<file path="src/rtl/calc_pkg.sv">
// Shared calculator types: keypad FSM states, opcode constants and the opcode event record.
package calc_pkg;

  typedef enum logic [1:0] {
    KD_IDLE,
    KD_DEBOUNCE,
    KD_HELD
  } kd_state_e;

  // Event code field is sized for keypads of up to 15 keys.
  localparam int unsigned OPC_CODE_W = 4;

  localparam logic [OPC_CODE_W-1:0] OPC_NONE = 4'd0;
  localparam logic [OPC_CODE_W-1:0] OPC_ADD  = 4'd1;
  localparam logic [OPC_CODE_W-1:0] OPC_SUB  = 4'd2;

  typedef struct packed {
    logic [OPC_CODE_W-1:0] code;
    logic                  is_op;
    logic                  is_result;
    logic                  is_enter;
  } opcode_event_t;

endpackage

</file>
<file path="src/rtl/key_sync.sv">
// Parametrised-width two-flop synchroniser for asynchronous pad inputs.
module key_sync #(
  parameter int unsigned WIDTH = 1
) (
  input  logic             i_clk,
  input  logic             i_rst,
  input  logic [WIDTH-1:0] i_d,
  output logic [WIDTH-1:0] o_q
);

  logic [WIDTH-1:0] r_meta;
  logic [WIDTH-1:0] r_sync;

  always_ff @(posedge i_clk or posedge i_rst) begin
    if (i_rst) begin
      r_meta <= '0;
      r_sync <= '0;
    end else begin
      r_meta <= i_d;
      r_sync <= r_meta;
    end
  end

  assign o_q = r_sync;

endmodule

</file>
<file path="src/rtl/opcode_keypad_decoder.sv">
// Keypad front end: sync, debounce, one opcode event per press, valid/ready output with overrun.
// Optional auto-repeat while a key is held is enabled by defining OPCODE_AUTOREPEAT_EN.
module opcode_keypad_decoder
  import calc_pkg::*;
#(
  parameter int unsigned       N_KEYS          = 8,
  parameter int unsigned       DEBOUNCE_CYCLES = 4,
  parameter logic [N_KEYS-1:0] OP_MASK         = N_KEYS'(8'b0000_0011),
  parameter int unsigned       ENTER_KEY       = 7
`ifdef OPCODE_AUTOREPEAT_EN
  , parameter int unsigned     REPEAT_CYCLES   = 64
`endif
) (
  input  logic                          i_clk,
  input  logic                          i_rst,
  input  logic [N_KEYS-1:0]             i_keys,
  output logic [$clog2(N_KEYS+1)-1:0]   o_op_code,
  output logic                          o_is_op,
  output logic                          o_is_result,
  output logic                          o_is_enter,
  output logic                          o_op_valid,
  input  logic                          i_op_ready,
  output logic                          o_overrun,
  input  logic                          i_overrun_clr
);

  localparam int unsigned CODE_W = $clog2(N_KEYS + 1);
  localparam int unsigned CNT_W  = $clog2(DEBOUNCE_CYCLES + 1);

  logic [N_KEYS-1:0] w_k_sync;
  logic              w_any;
  logic [CODE_W-1:0] w_key_idx;
  kd_state_e         r_state, w_state_next;
  logic [CODE_W-1:0] r_cand, w_cand_next;
  logic [CNT_W-1:0]  r_cnt, w_cnt_next, w_cnt_inc;
  logic              w_fsm_strobe, w_rep_strobe, r_strobe;
  opcode_event_t     w_evt, r_evt;
  logic              r_valid, r_overrun;

  key_sync #(.WIDTH(N_KEYS)) u_key_sync (
    .i_clk (i_clk),
    .i_rst (i_rst),
    .i_d   (i_keys),
    .o_q   (w_k_sync)
  );

  // Lowest index wins when several keys are down.
  always_comb begin
    w_any     = |w_k_sync;
    w_key_idx = '0;
    for (int i = int'(N_KEYS) - 1; i >= 0; i--) begin
      if (w_k_sync[i]) w_key_idx = CODE_W'(i);
    end
  end

  // r_cnt counts matching samples while debouncing and idle samples while held.
  always_comb begin
    w_state_next = r_state;
    w_cand_next  = r_cand;
    w_cnt_next   = r_cnt;
    w_cnt_inc    = r_cnt + CNT_W'(1);
    w_fsm_strobe = 1'b0;
    unique case (r_state)
      KD_IDLE: begin
        if (w_any) begin
          w_cand_next = w_key_idx;
          if (DEBOUNCE_CYCLES <= 1) begin
            w_state_next = KD_HELD;
            w_fsm_strobe = 1'b1;
            w_cnt_next   = '0;
          end else begin
            w_state_next = KD_DEBOUNCE;
            w_cnt_next   = CNT_W'(1);
          end
        end
      end
      KD_DEBOUNCE: begin
        if (!w_any) begin
          w_state_next = KD_IDLE;
          w_cnt_next   = '0;
        end else if (w_key_idx != r_cand) begin
          w_cand_next = w_key_idx;
          w_cnt_next  = CNT_W'(1);
        end else if (w_cnt_inc == CNT_W'(DEBOUNCE_CYCLES)) begin
          w_state_next = KD_HELD;
          w_fsm_strobe = 1'b1;
          w_cnt_next   = '0;
        end else begin
          w_cnt_next = w_cnt_inc;
        end
      end
      KD_HELD: begin
        if (w_any) begin
          w_cnt_next = '0;
        end else if (w_cnt_inc == CNT_W'(DEBOUNCE_CYCLES)) begin
          w_state_next = KD_IDLE;
          w_cnt_next   = '0;
        end else begin
          w_cnt_next = w_cnt_inc;
        end
      end
      default: begin
        w_state_next = KD_IDLE;
        w_cnt_next   = '0;
      end
    endcase
  end

`ifdef OPCODE_AUTOREPEAT_EN
  localparam int unsigned REP_W = $clog2(REPEAT_CYCLES + 1);

  logic [REP_W-1:0] r_rep, w_rep_next, w_rep_inc;

  always_comb begin
    w_rep_inc    = r_rep + REP_W'(1);
    w_rep_next   = '0;
    w_rep_strobe = 1'b0;
    if (r_state == KD_HELD && w_any && w_key_idx == r_cand) begin
      if (w_rep_inc == REP_W'(REPEAT_CYCLES)) w_rep_strobe = 1'b1;
      else                                    w_rep_next   = w_rep_inc;
    end
  end

  always_ff @(posedge i_clk or posedge i_rst) begin
    if (i_rst) r_rep <= '0;
    else       r_rep <= w_rep_next;
  end
`else
  assign w_rep_strobe = 1'b0;
`endif

  always_ff @(posedge i_clk or posedge i_rst) begin
    if (i_rst) begin
      r_state  <= KD_IDLE;
      r_cand   <= '0;
      r_cnt    <= '0;
      r_strobe <= 1'b0;
    end else begin
      r_state  <= w_state_next;
      r_cand   <= w_cand_next;
      r_cnt    <= w_cnt_next;
      r_strobe <= w_fsm_strobe | w_rep_strobe;
    end
  end

  // r_cand is stable for the cycle after a strobe, so the event is built from it directly.
  always_comb begin
    w_evt       = '0;
    w_evt.code  = OPC_CODE_W'(r_cand) + OPC_CODE_W'(1);
    for (int i = 0; i < int'(N_KEYS); i++) begin
      if (r_cand == CODE_W'(i)) w_evt.is_op = OP_MASK[i];
    end
    w_evt.is_result = w_evt.is_op;
    w_evt.is_enter  = (r_cand == CODE_W'(ENTER_KEY));
  end

  always_ff @(posedge i_clk or posedge i_rst) begin
    if (i_rst) begin
      r_evt     <= '0;
      r_valid   <= 1'b0;
      r_overrun <= 1'b0;
    end else begin
      if (r_strobe) begin
        if (!r_valid || i_op_ready) begin
          r_evt   <= w_evt;
          r_valid <= 1'b1;
        end
      end else if (r_valid && i_op_ready) begin
        r_evt   <= '{code: OPC_NONE, default: 1'b0};
        r_valid <= 1'b0;
      end
      if (r_strobe && r_valid && !i_op_ready) r_overrun <= 1'b1;
      else if (i_overrun_clr)                  r_overrun <= 1'b0;
    end
  end

  assign o_op_code   = r_evt.code[CODE_W-1:0];
  assign o_is_op     = r_evt.is_op;
  assign o_is_result = r_evt.is_result;
  assign o_is_enter  = r_evt.is_enter;
  assign o_op_valid  = r_valid;
  assign o_overrun   = r_overrun;

endmodule

</file>
<file path="config.mk">
export PLATFORM = sky130hd
export DESIGN_NAME = opcode_keypad_decoder
export DESIGN_NICKNAME = d
export VERILOG_FILES = /design/src/rtl/calc_pkg.sv /design/src/rtl/key_sync.sv /design/src/rtl/opcode_keypad_decoder.sv
export SDC_FILE = /design/constraint.sdc
export NUM_CORES = 1
export LEC_CHECK = 0
export BUFFER_PORTS_ARGS = -buffer_cell sky130_fd_sc_hd__buf_2
export CAP_MARGIN = 20
export CORE_ASPECT_RATIO = 0.75
export CORE_MARGIN = 1
export CORE_UTILIZATION = 40
export CTS_CLUSTER_SIZE = 25
export DETAILED_ROUTE_END_ITERATION = 16
export PLACE_DENSITY_LB_ADDON = 0.05
export SYNTH_ARGS = -nofsm -noshare
export SYNTH_HDL_FRONTEND = slang
export SYNTH_SLANG_ARGS = --single-unit
</file>
<file path="constraint.sdc">
create_clock -name i_clk -period 5.78 [get_ports i_clk]
set_clock_uncertainty 0.15 [all_clocks]
set_input_delay 0.289 -clock i_clk [delete_from_list [all_inputs] [get_ports i_clk]]
set_output_delay 0.289 -clock i_clk [all_outputs]
set_load 0.02 [all_outputs]
</file>
# --- After elaboration in Yosys (flattened, before gate mapping) ---
# Index checks and enable logic that the tools add are counted.
word_totals:
  register_bits: 35
  in_bits: 12
classes:
  addsub: 2
  n_eq_ne: 19
  n_mux: 45
  reduce_logical: 15
op_table:
  columns: ["cell", "n"]
  rows:
  - ["$mux W4", 9]
  - ["$mux W3", 7]
  - ["$mux W7", 3]
  - ["$mux W1", 17]
  - ["$eq A4 B3 Y1 const B", 4]
  - ["$mux W2", 6]
  - ["$ne A2 B2 Y1 const B", 5]
  - ["$pmux W3 S3", 1]
  - ["$eq A4 B2 Y1 const B", 2]
  - ["$pmux W4 S2", 1]
  - ["$reduce_or A8 Y1", 1]
  - ["$ne A3 B3 Y1 const B", 2]
  - ["$pmux W2 S3", 1]
  - ["$reduce_bool A2 Y1", 3]
  - ["$reduce_and A5 Y1", 1]
  - ["$add A4 B1 Y4 const B", 1]
  - ["$eq A4 B1 Y1 const B", 1]
  - ["$logic_not A4 Y1", 1]
  - ["$ne A4 B4 Y1", 1]
  - ["$reduce_and A4 Y1", 1]
  - ["$add A3 B1 Y3 const B", 1]
  - ["$eq A3 B3 Y1 const B", 1]
  - ["$logic_and A1 B1 Y1", 3]
  - ["$eq A2 B1 Y1 const B", 1]
  - ["other kinds (6)", 7]

# --- Logic depth before layout (Yosys ltp) ---
# Gate-level depths: netlist of run 1.
depth:
  depth_word: 12
  mapped_depth: 6
  depth_no_buf: 6

# --- Hierarchy ---
# A second synthesis of run 1 with hierarchy kept.
hier_totals:
  cells_unflattened: 120
  area_unflattened_um2: 1432.6
by_module_without_submodules:
  columns: ["module", "instances", "cells_each", "area_each_um2", "seq_area_each_um2"]
  rows:
  - ["opcode_keypad_decoder", 1, 103, 1028.5, 425.4]
  - ["key_sync", 1, 17, 404.1, 400.4]

# --- Worst setup path before layout of run 1 ---
# Ideal clock, no wire load.
synth_timing:
  path_kind: "register to register"
  from: "register r_cand[1]"
  to: "register r_cnt[1]"
  setup_time_ps: 101
  arrival_ps: 1693
  t_required_ps: 5529
  setup_slack_ps: 3836
  path_stages_with_launch: 7
  n_path_buf: 0
  period_less_slack_ps: 1944
  cell_sequence: "dfrtp_1 inv_2 or4_4 o211ai_2 o22ai_2 or3_4 o32ai_1"
synth_between:
  elab_chain_len: 4
synth_rtl:
  columns: ["item", "line_no", "text"]
  rows:
  - ["start, declared", "opcode_keypad_decoder.sv:34", "logic [CODE_W-1:0] r_cand, w_cand_next;"]
  - ["start signal, assigned", "opcode_keypad_decoder.sv:140", "r_cand <= w_cand_next;"]
  - ["$ne A4 B4 Y1", "opcode_keypad_decoder.sv:81", "end else if (w_key_idx != r_cand) begin"]
  - ["$mux W3", "opcode_keypad_decoder.sv:81", null]
  - ["$mux W3", "opcode_keypad_decoder.sv:78", "if (!w_any) begin"]
  - ["$pmux W3 S3", "opcode_keypad_decoder.sv:63", "unique case (r_state)"]
  - ["end signal, assigned", "opcode_keypad_decoder.sv:141", "r_cnt <= w_cnt_next;"]
  - ["end, declared", "opcode_keypad_decoder.sv:35", "logic [CNT_W-1:0] r_cnt, w_cnt_next, w_cnt_inc;"]
# No other way between the ends.
# A chain may end at the register's enable or synchronous reset.

# --- Worst setup path in the final report of run 1 ---
layout_timing:
  from: "register u_key_sync.r_sync[0], in the netlist u_key_sync.o_q[0]"
  to: "register r_cnt[2]"
layout_between:
  elab_chain_len: 5
  elab_cells_between_ends: 8
  classes_between: "2 x eq/ne; 5 x mux; 1 x reduce/logical"
layout_rtl:
  columns: ["item", "line_no", "text"]
  rows:
  - ["start, declared", "key_sync.sv:12", "logic [WIDTH-1:0] r_sync;"]
  - ["start signal, assigned", "key_sync.sv:20", "r_sync <= r_meta;"]
  - ["$mux W4", "opcode_keypad_decoder.sv:52", "if (w_k_sync[i]) w_key_idx = CODE_W'(i);"]
  - ["$ne A4 B4 Y1", "opcode_keypad_decoder.sv:81", null]
  - ["$mux W3", "opcode_keypad_decoder.sv:81", null]
  - ["$mux W3", "opcode_keypad_decoder.sv:78", null]
  - ["$pmux W3 S3", "opcode_keypad_decoder.sv:63", null]
# Parallel ways exist; a longest one is shown, timed or not.

==> metrics.cfg, run 1 <==
[detailed_routing]
dr.pass1.iters = 10
ant_nets = 0
routed_wl_um = 2410
vias_per_cell = 5.07
dr_total_vias = 989
drcViolationCount = 2
drt_iter0_drc = 59
wire_per_inst_um = 12.4

[clock_tree]
cts.repair.resized = 0
cts_setup_buffers = 0
clk_pin_slew_ps = 70
clockBufferDepth = 2
cts_tree = yes
cts_made_buffers = 5
cts_max_level = 2
holdBufCountCts = 9
clock_latency_ps = 280
clock_sinks = 33
cts-root-buf = clkbuf_8

[worst_setup_path]
required_ps = 5810
crit_path_end_kind = flop
cp_top_family = simple AND/OR/NAND/NOR gates
path_buf_inv = 0
path_cells = nor4_2, nand2_1, a211oi_1, o22ai_2, or3_4, o32ai_1
cp_max_fo = 6
cp.arrival_ps = 2140
critical_path.max_stage_delay_ps = 430
criticalPathCategory = flop to flop
crit_slowest_cell = dfrtp_1
critPathLaunchType = flop

[final_layout]
regArea_um2 = 826
final_area_mm2 = 0.00178
drive_gt1_frac = 0.239
area_growth_pct = 25.4
multi_input_area_um2 = 557
fin_nets = 174
stdcell_count = 195
nFillCells = 312
antenna_cells = 0

[logic_synthesis]
seq_area_frac_synth = 0.583
synthTopCellsByCount = 33 x dfrtp_1, 11 x nand2_1, 8 x ha_1
synth.most_common_cell = dfrtp_1
syn_area_mm2 = 0.00142
ys_async_sr_fraction = 1.00
synth_edf_count = 0
synth_top_area_cell = dfrtp_1
synthFlopType = dfrtp_1
yosysWarnings = 0
synth_nets = 138
synth.top_cells.by_area = dfrtp_1 58%, ha_1 7.1%, nand2_1 2.9%
syn_avg_cell_area_um2 = 12.0
yosys.cell_types.count = 36
synth_top_area_frac = 0.583
synth_cells = 118
ys_ff_latch = 33

[sta]
whs_ps = 48.3
fin_ws_ps = 3680
maxSlewHeadroom = 0.664
setup-tns-final_ps = 0
finalHoldViolCount = 0
fin_crit_ps = 2100
finalSetupViolCount = 0
fin_crit_sh = 0.364
drv_slew = 0
max_freq_ghz = 0.476
rsz0062_at_grt = no
worst_slew_pin_slew_ps = 500

[place]
placed_cell_area_mm2 = 0.00157
dp_cells = 178
place_congestion = 0.855
dp_hpwl_um = 1720
port-buffer-count = 20
pre_cts_slack_ps = 3700

[die]
die_area_mm2 = 0.00379
fp.coreArea_mm2 = 0.00333
rows = 18
die_h_um = 53.5
die_w_um = 70.7
start_util = 0.425
num_io_pins = 21

[grt]
track_usage = 0.154
grt_start_max_net_pins = 34
overflow = 0
antenna_found_initial = 0
grt_first_pass_wirelength_um = 4220
grt_pass1_vias = 948

[outcome]
violations = design-rule violations
status = finished, violations left

[flow_run]
timing.max_cap.violations = 0

[power_and_ir_drop]
vdd_ir_drop_max_v = 0.000154
p_leak_nw = 0.823
powerDensity_mw_per_mm2 = 335

[worst_hold_path]
hold_class = primary input to flop

==> sequential cells by signal, indices dropped and copies added (netlist names) <==
name / cells
o_is_op: 1
u_key_sync.o_q: 8
o_is_enter: 1
o_overrun: 1
r_strobe: 1
r_cand: 3
u_key_sync.r_meta: 8
o_op_code: 4
r_state: 2
o_op_valid: 1
r_cnt: 3
==> placed cells by master (no fill, tap or decap), drive strengths merged, types with 2 or more instances in the layout <==
| cell | count |
|---|---|
| dfrtp | 33 |
| buf | 21 |
| o21ai | 13 |
| nand2 | 11 |
| dlygate4sd3 | 9 |
| ha | 8 |
| inv | 7 |
| nor2 | 6 |
| clkbuf | 6 |
| nand2b | 4 |
| a21oi | 3 |
| mux2i | 3 |
| nor4 | 3 |
| nor3 | 2 |
| nor2b | 2 |
| o32ai | 2 |
| a32o | 2 |
| o22ai | 2 |
==> power by group <==
part / switching, W / internal (W)
sequential: 0.0000187 / 0.000253
combinational: 0.0000581 / 0.0000442
clock: 0.0000819 / 0.000140
total: 0.000159 / 0.000437
==> cell type report <==
type,instances,share of cell area
Sequential cell,33,0.465
Multi-Input combinational cell,77,0.313
Timing Repair Buffer,30,0.111
Clock buffer,6,0.0465
Tap cell,40,0.0282
Clock inverter,2,0.0211
Inverter,7,0.0148
==> layer usage <==
metal | wire [um] | GRT usage | share of wire
met5 | 0 | 0 | 0
met4 | 55 | 0.0800 | 0.023
met3 | 96 | 0.0562 | 0.040
met2 | 1010 | 0.242 | 0.42
met1 | 1250 | 0.191 | 0.52
==> stage by stage <==
| stage | utilization | total power (W) |
|---|---|---|
| detailed placement | 0.470 | 0.000375 |
| finish | 0.533 | 0.000596 |
| CTS | 0.533 | 0.000604 |
| floorplan | - | 0.000347 |
| global route | 0.533 | 0.000626 |
| global placement | 0.470 | 0.000373 |
==> worst paths after layout <==
kind | startpoint | end | slack, ps | depth (start not counted)
setup / recovery | u_key_sync.o_q[0] | r_cnt[2] | 3680 | 6
hold / removal | i_overrun_clr | o_overrun | 50 | 2
setup reg to reg | u_key_sync.o_q[0] | r_cnt[2] | 3680 | 6
hold reg to reg | u_key_sync.r_meta[1] | u_key_sync.o_q[1] | 200 | 0
max in group asynchronous | i_rst | o_op_code[0] | 4710 | 4
min in group asynchronous | i_rst | o_overrun | 470 | 4
==> kinds of logic after synthesis <==
kind of cell	synth area share
buffers and inverters	0.0238
AND/OR/NAND/NOR	0.157
adder cells (fa/ha/maj)	0.0707
AO/OA/AOI/OAI	0.138
flip-flops	0.583
multiplexers	0.0212
XOR/XNOR	0.00618
Power figures use the tool's default switching activity.
==> run 2: changes to the inputs <==
==> constraint.sdc (replaced) <==
create_clock -name i_clk -period 1.96 [get_ports i_clk]
set_clock_uncertainty 0.15 [all_clocks]
set_input_delay 0.098 -clock i_clk [delete_from_list [all_inputs] [get_ports i_clk]]
set_output_delay 0.098 -clock i_clk [all_outputs]
set_load 0.02 [all_outputs]
==> metrics.cfg, run 2 (same netlist as run 1, synthesis figures left out) <==
[detailed_routing]
vias_per_cell = 4.95
drt_iter0_drc = 57
drcViolationCount = 2
dr.pass1.iters = 10
dr_total_vias = 1000
ant_nets = 0
wire_per_inst_um = 12.9
routed_wl_um = 2610

[clock_tree]
clock_latency_ps = 290
cts_max_level = 2
cts-root-buf = clkbuf_8
clockBufferDepth = 2
cts_made_buffers = 5
clock_sinks = 33
clk_pin_slew_ps = 70
cts_tree = yes
cts_setup_buffers = 0

[place]
place_congestion = 0.868
port-buffer-count = 20
dp_hpwl_um = 1840
dp_cells = 184
pre_cts_slack_ps = -15.1

[worst_setup_path]
reg2reg_from = u_key_sync.o_q[0]
crit_path_end_kind = flop
cp_top_family = simple AND/OR/NAND/NOR gates
critical_path.max_stage_delay_ps = 490
criticalPathCategory = flop to flop
path_cells = or4_4, o211ai_2, o22ai_2, or3_4, o32ai_1
required_ps = 2000
critPathLaunchType = flop
crit_slowest_cell = or4_4
cp_max_fo = 6
path_buf_inv = 0
cp.arrival_ps = 1980
crit_start = u_key_sync.o_q[0]

[sta]
worst_slew_pin_slew_ps = 463
maxSlewHeadroom = 0.689
finalHoldViolCount = 0
drv_slew = 0
fin_crit_ps = 1940
fin_crit_sh = 0.988
finalSetupViolCount = 0
fin_ws_ps = 22.6
rsz0062_at_grt = yes
setup-tns-final_ps = 0
max_freq_ghz = 0.516

[outcome]
status = finished, violations left
violations = design-rule violations

[worst_hold_path]
min_from = i_op_ready
hold_class = primary input to flop

[grt]
grt_first_pass_wirelength_um = 4370
overflow = 0
grt_start_max_net_pins = 34
grt_pass1_vias = 1008
antenna_found_initial = 0
track_usage = 0.157

[final_layout]
utilization = 0.563
fin_nets = 181
final_common_cell = dfrtp_1
nFillCells = 295
layout_common_cells = 32 x dfrtp_1, 20 x buf_2, 10 x nand2_1, 10 x dlygate4sd3_1, 8 x ha_1
drive_gt1_frac = 0.290
stdcell_count = 202
area_growth_pct = 32.4
antenna_cells = 0

[die]
die_area_mm2 = 0.00379
start_util = 0.425
num_io_pins = 21
fp.coreArea_mm2 = 0.00333
die_h_um = 53.5
rows = 18
die_w_um = 70.7

[power_and_ir_drop]
p_leak_nw = 0.871
powerDensity_mw_per_mm2 = 1010
power_w = 0.00189
vdd_ir_drop_max_v = 0.000494

[flow_run]
timing.max_cap.violations = 0

[run 2: repair_timing]
action                                 CTS  global route
setup endpoints to repair                6             6
endpoints found under the hold margin   42             0
cloned                                   0             0
hold buffers                            10             0
gates resized for setup                  1             5
[run 2: stage by stage]
step           hold WS (ps)  area (um^2)
3_5_place_dp           57.3         1610
2_1_floorplan         -20.6         1420
3_3_place_gp           48.2         1610
4_1_cts                81.0         1850
5_1_grt                 126         1880
6_report               69.2         1880
[run 2: final cells by class]
type / instances / area, um^2 / share of cell area
timing repair buffer: 37 / 253 / 0.135
inverter: 7 / 26.3 / 0.0140
clock inverter: 3 / 65.1 / 0.0347
clock buffer: 5 / 68.8 / 0.0367
sequential: 33 / 827 / 0.441
tap: 40 / 50.0 / 0.0267
multi-input combinational: 77 / 586 / 0.312
[run 2: worst min-delay path: cells and delay by family]
| kind | cells | cell delay [ps] |
|---|---|---|
| buffers and inverters | 1 | 70 |
| and+or+nand+nor | 2 | 290 |
[run 2: path summary, 6_finish.rpt]
check                                    end  slack, ps  cells after the start
min in group asynchronous  u_key_sync.o_q[7]        290                      4
min reg2reg                u_key_sync.o_q[7]        190                      0
max in group asynchronous  u_key_sync.o_q[0]       1060                      4
max                                 r_cnt[1]         20                      5
max reg2reg                         r_cnt[1]         20                      5
min                               o_op_valid         70                      3
[run 2: per-layer routing]
layer | GRT usage | vias up | wire length (um)
li1 | - | 500 | -
met1 | 0.190 | 475 | 1290
met2 | 0.266 | 21 | 1190
met3 | 0.0506 | 4 | 100
met4 | 0.0700 | 0 | 31
met5 | 0 | - | 0
[run 2: power breakdown]
group | internal (W) | total (W) | switching, W
clock | 0.000505 | 0.000756 | 0.000251
sequential | 0.000747 | 0.000796 | 0.0000494
combinational | 0.000152 | 0.000341 | 0.000188
==> run 3: changes to the inputs <==
--- a/config.mk
+++ b/config.mk
@@ -7,7 +7,7 @@
 export LEC_CHECK = 0
 export BUFFER_PORTS_ARGS = -buffer_cell sky130_fd_sc_hd__buf_2
 export CAP_MARGIN = 20
-export CORE_ASPECT_RATIO = 0.75
+export CORE_ASPECT_RATIO = 0.8
 export CORE_MARGIN = 1
 export CORE_UTILIZATION = 40
 export CTS_CLUSTER_SIZE = 25
==> metrics.cfg, run 3 (same netlist as run 1, synthesis figures left out) <==
[outcome]
status = finished clean

[worst_setup_path]
reg2regPathDepth = 5
criticalPathCategory = flop to flop
reg2reg_slack_ps = 40
cp.arrival_ps = 1960
required_ps = 2000
reg2reg_from = r_cand[2]
cp_top_family = simple AND/OR/NAND/NOR gates
crit_slowest_cell = or4_4
crit_path_end_kind = flop
critPathLaunchType = flop
cp_max_fo = 4
path_cells = or4_4, o211ai_2, o22ai_2, or3_4, o32ai_1
path_buf_inv = 0
rr_endpoint = r_cnt[1]
critical_path.max_stage_delay_ps = 530

[final_layout]
drive_gt1_frac = 0.287
nFillCells = 290
fin_nets = 183
utilization = 0.578
antenna_cells = 0
area_growth_pct = 31.4
layout_common_cells = 33 x dfrtp_1, 20 x buf_2, 11 x nand2_1
final_common_cell = dfrtp_1

[die]
die_h_um = 55.2
start_util = 0.440
num_io_pins = 21
die_area_mm2 = 0.00378
die_w_um = 68.5
fp.coreArea_mm2 = 0.00322
rows = 18

[grt]
grt_pass1_vias = 1037
track_usage = 0.165
grt_first_pass_wirelength_um = 4440
overflow = 0
antenna_found_initial = 0
grt_start_max_net_pins = 19

[power_and_ir_drop]
vdd_ir_drop_max_v = 0.000522
switching_power_w = 0.000474
combPwrFrac = 0.206
power_w = 0.00170
p_leak_nw = 0.874
power_frac_seq = 0.469
p_int_w = 0.00122
power_frac_clock = 0.326
powerDensity_mw_per_mm2 = 912
swShare = 0.279

[worst_hold_path]
hold_depth = 3
hold_class = primary input to flop
min_from = i_op_ready
holdPathEnd = o_op_valid

[flow_run]
timing.max_cap.violations = 0

[clock_tree]
clk_pin_slew_ps = 60
clock_latency_ps = 280
cts_max_level = 2
cts_tree = yes
clockBufferDepth = 2
cts_made_buffers = 5
clock_sinks = 33
cts-root-buf = clkbuf_8

[sta]
setup-tns-final_ps = 0
maxSlewHeadroom = 0.585
rsz0062_at_grt = yes
max_freq_ghz = 0.519
finalHoldViolCount = 0
finalSetupViolCount = 0
whs_ps = 57.0
fin_crit_sh = 0.982
worst_slew_pin_slew_ps = 621
drv_slew = 0
fin_ws_ps = 35.0
fin_crit_ps = 1920

[detailed_routing]
routed_wl_um = 2580
dr.pass1.iters = 4
wire_per_inst_um = 12.6
ant_nets = 0
drcViolationCount = 0
drt_iter0_drc = 27
vias_per_cell = 4.93
dr_total_vias = 1005

[place]
pre_cts_slack_ps = 20.8
port-buffer-count = 20
place_congestion = 0.837
dp_hpwl_um = 1790

==> run 3: cell types whose count changed in the layout (fill, tap and decap cells not counted), sizes merged <==
cell / previous run / this run
buf: 27 / 29
bufinv: 2 / 0
clkbuf: 5 / 7
==> run 3: repair_timing <==
action	4_1_cts	5_1_grt
buffers inserted	0	2
setup endpoints to repair	2	6
hold buffers	10	0
pin swaps	0	1
cloned	0	0
endpoints found under the hold margin	24	0
resized for setup	1	4
==> run 3: power groups by stage <==
stage	sequential [W]	combinational (W)	clock (W)
global route	0.000808	0.000391	0.000603
global placement	0.000804	0.000309	0
finish	0.000796	0.000349	0.000553
CTS	0.000796	0.000334	0.000577
floorplan	0.000837	0.000186	0
detailed placement	0.000808	0.000315	0
==> run 3: metrics by stage <==
step | std cells | instance area (um^2)
6_report | 204 | 1860
5_1_grt | 204 | 1860
4_1_cts | 202 | 1830
3_5_place_dp | 184 | 1620
3_3_place_gp | 184 | 1620
2_1_floorplan | 118 | 1420
==> run 3: worst max-delay path by stage <==
stage                      start       end  slack, ps  cells after the start
2_1_floorplan          r_cand[1]  r_cnt[1]         20                      6
3_3_place_gp   u_key_sync.o_q[0]  r_cnt[2]         70                      7
3_5_place_dp   u_key_sync.o_q[0]  r_cnt[1]         20                      6
4_1_cts                r_cand[2]  r_cnt[1]         20                      5
5_1_grt        u_key_sync.o_q[0]  r_cnt[2]       -100                      6
6_report               r_cand[2]  r_cnt[1]         40                      5
==> run 3: cell type report <==
| type | instances | area (um^2) | share of cell area |
|---|---|---|---|
| well taps | 40 | 50.0 | 0.0269 |
| clock inverters | 1 | 5.00 | 0.00269 |
| flip-flops and latches | 33 | 826 | 0.444 |
| inverters | 7 | 26.3 | 0.0141 |
| repair buffers | 39 | 284 | 0.153 |
| clock buffers | 7 | 96.3 | 0.0517 |
| multi-input cells | 77 | 574 | 0.308 |
==> run 3: worst min-delay path: cells and delay by family <==
| family | cells | cell delay, ps |
|---|---|---|
| and+or+nand+nor | 2 | 290 |
| buffers and inverters | 1 | 70 |
==> run 3: per-layer routing <==
metal | vias to the layer above | track usage | share of wire
li1 | 511 | - | -
met3 | 5 | 0.0558 | 0.037
met4 | 0 | 0.0982 | 0.019
met2 | 19 | 0.246 | 0.47
met1 | 470 | 0.201 | 0.47
met5 | - | 0 | 0
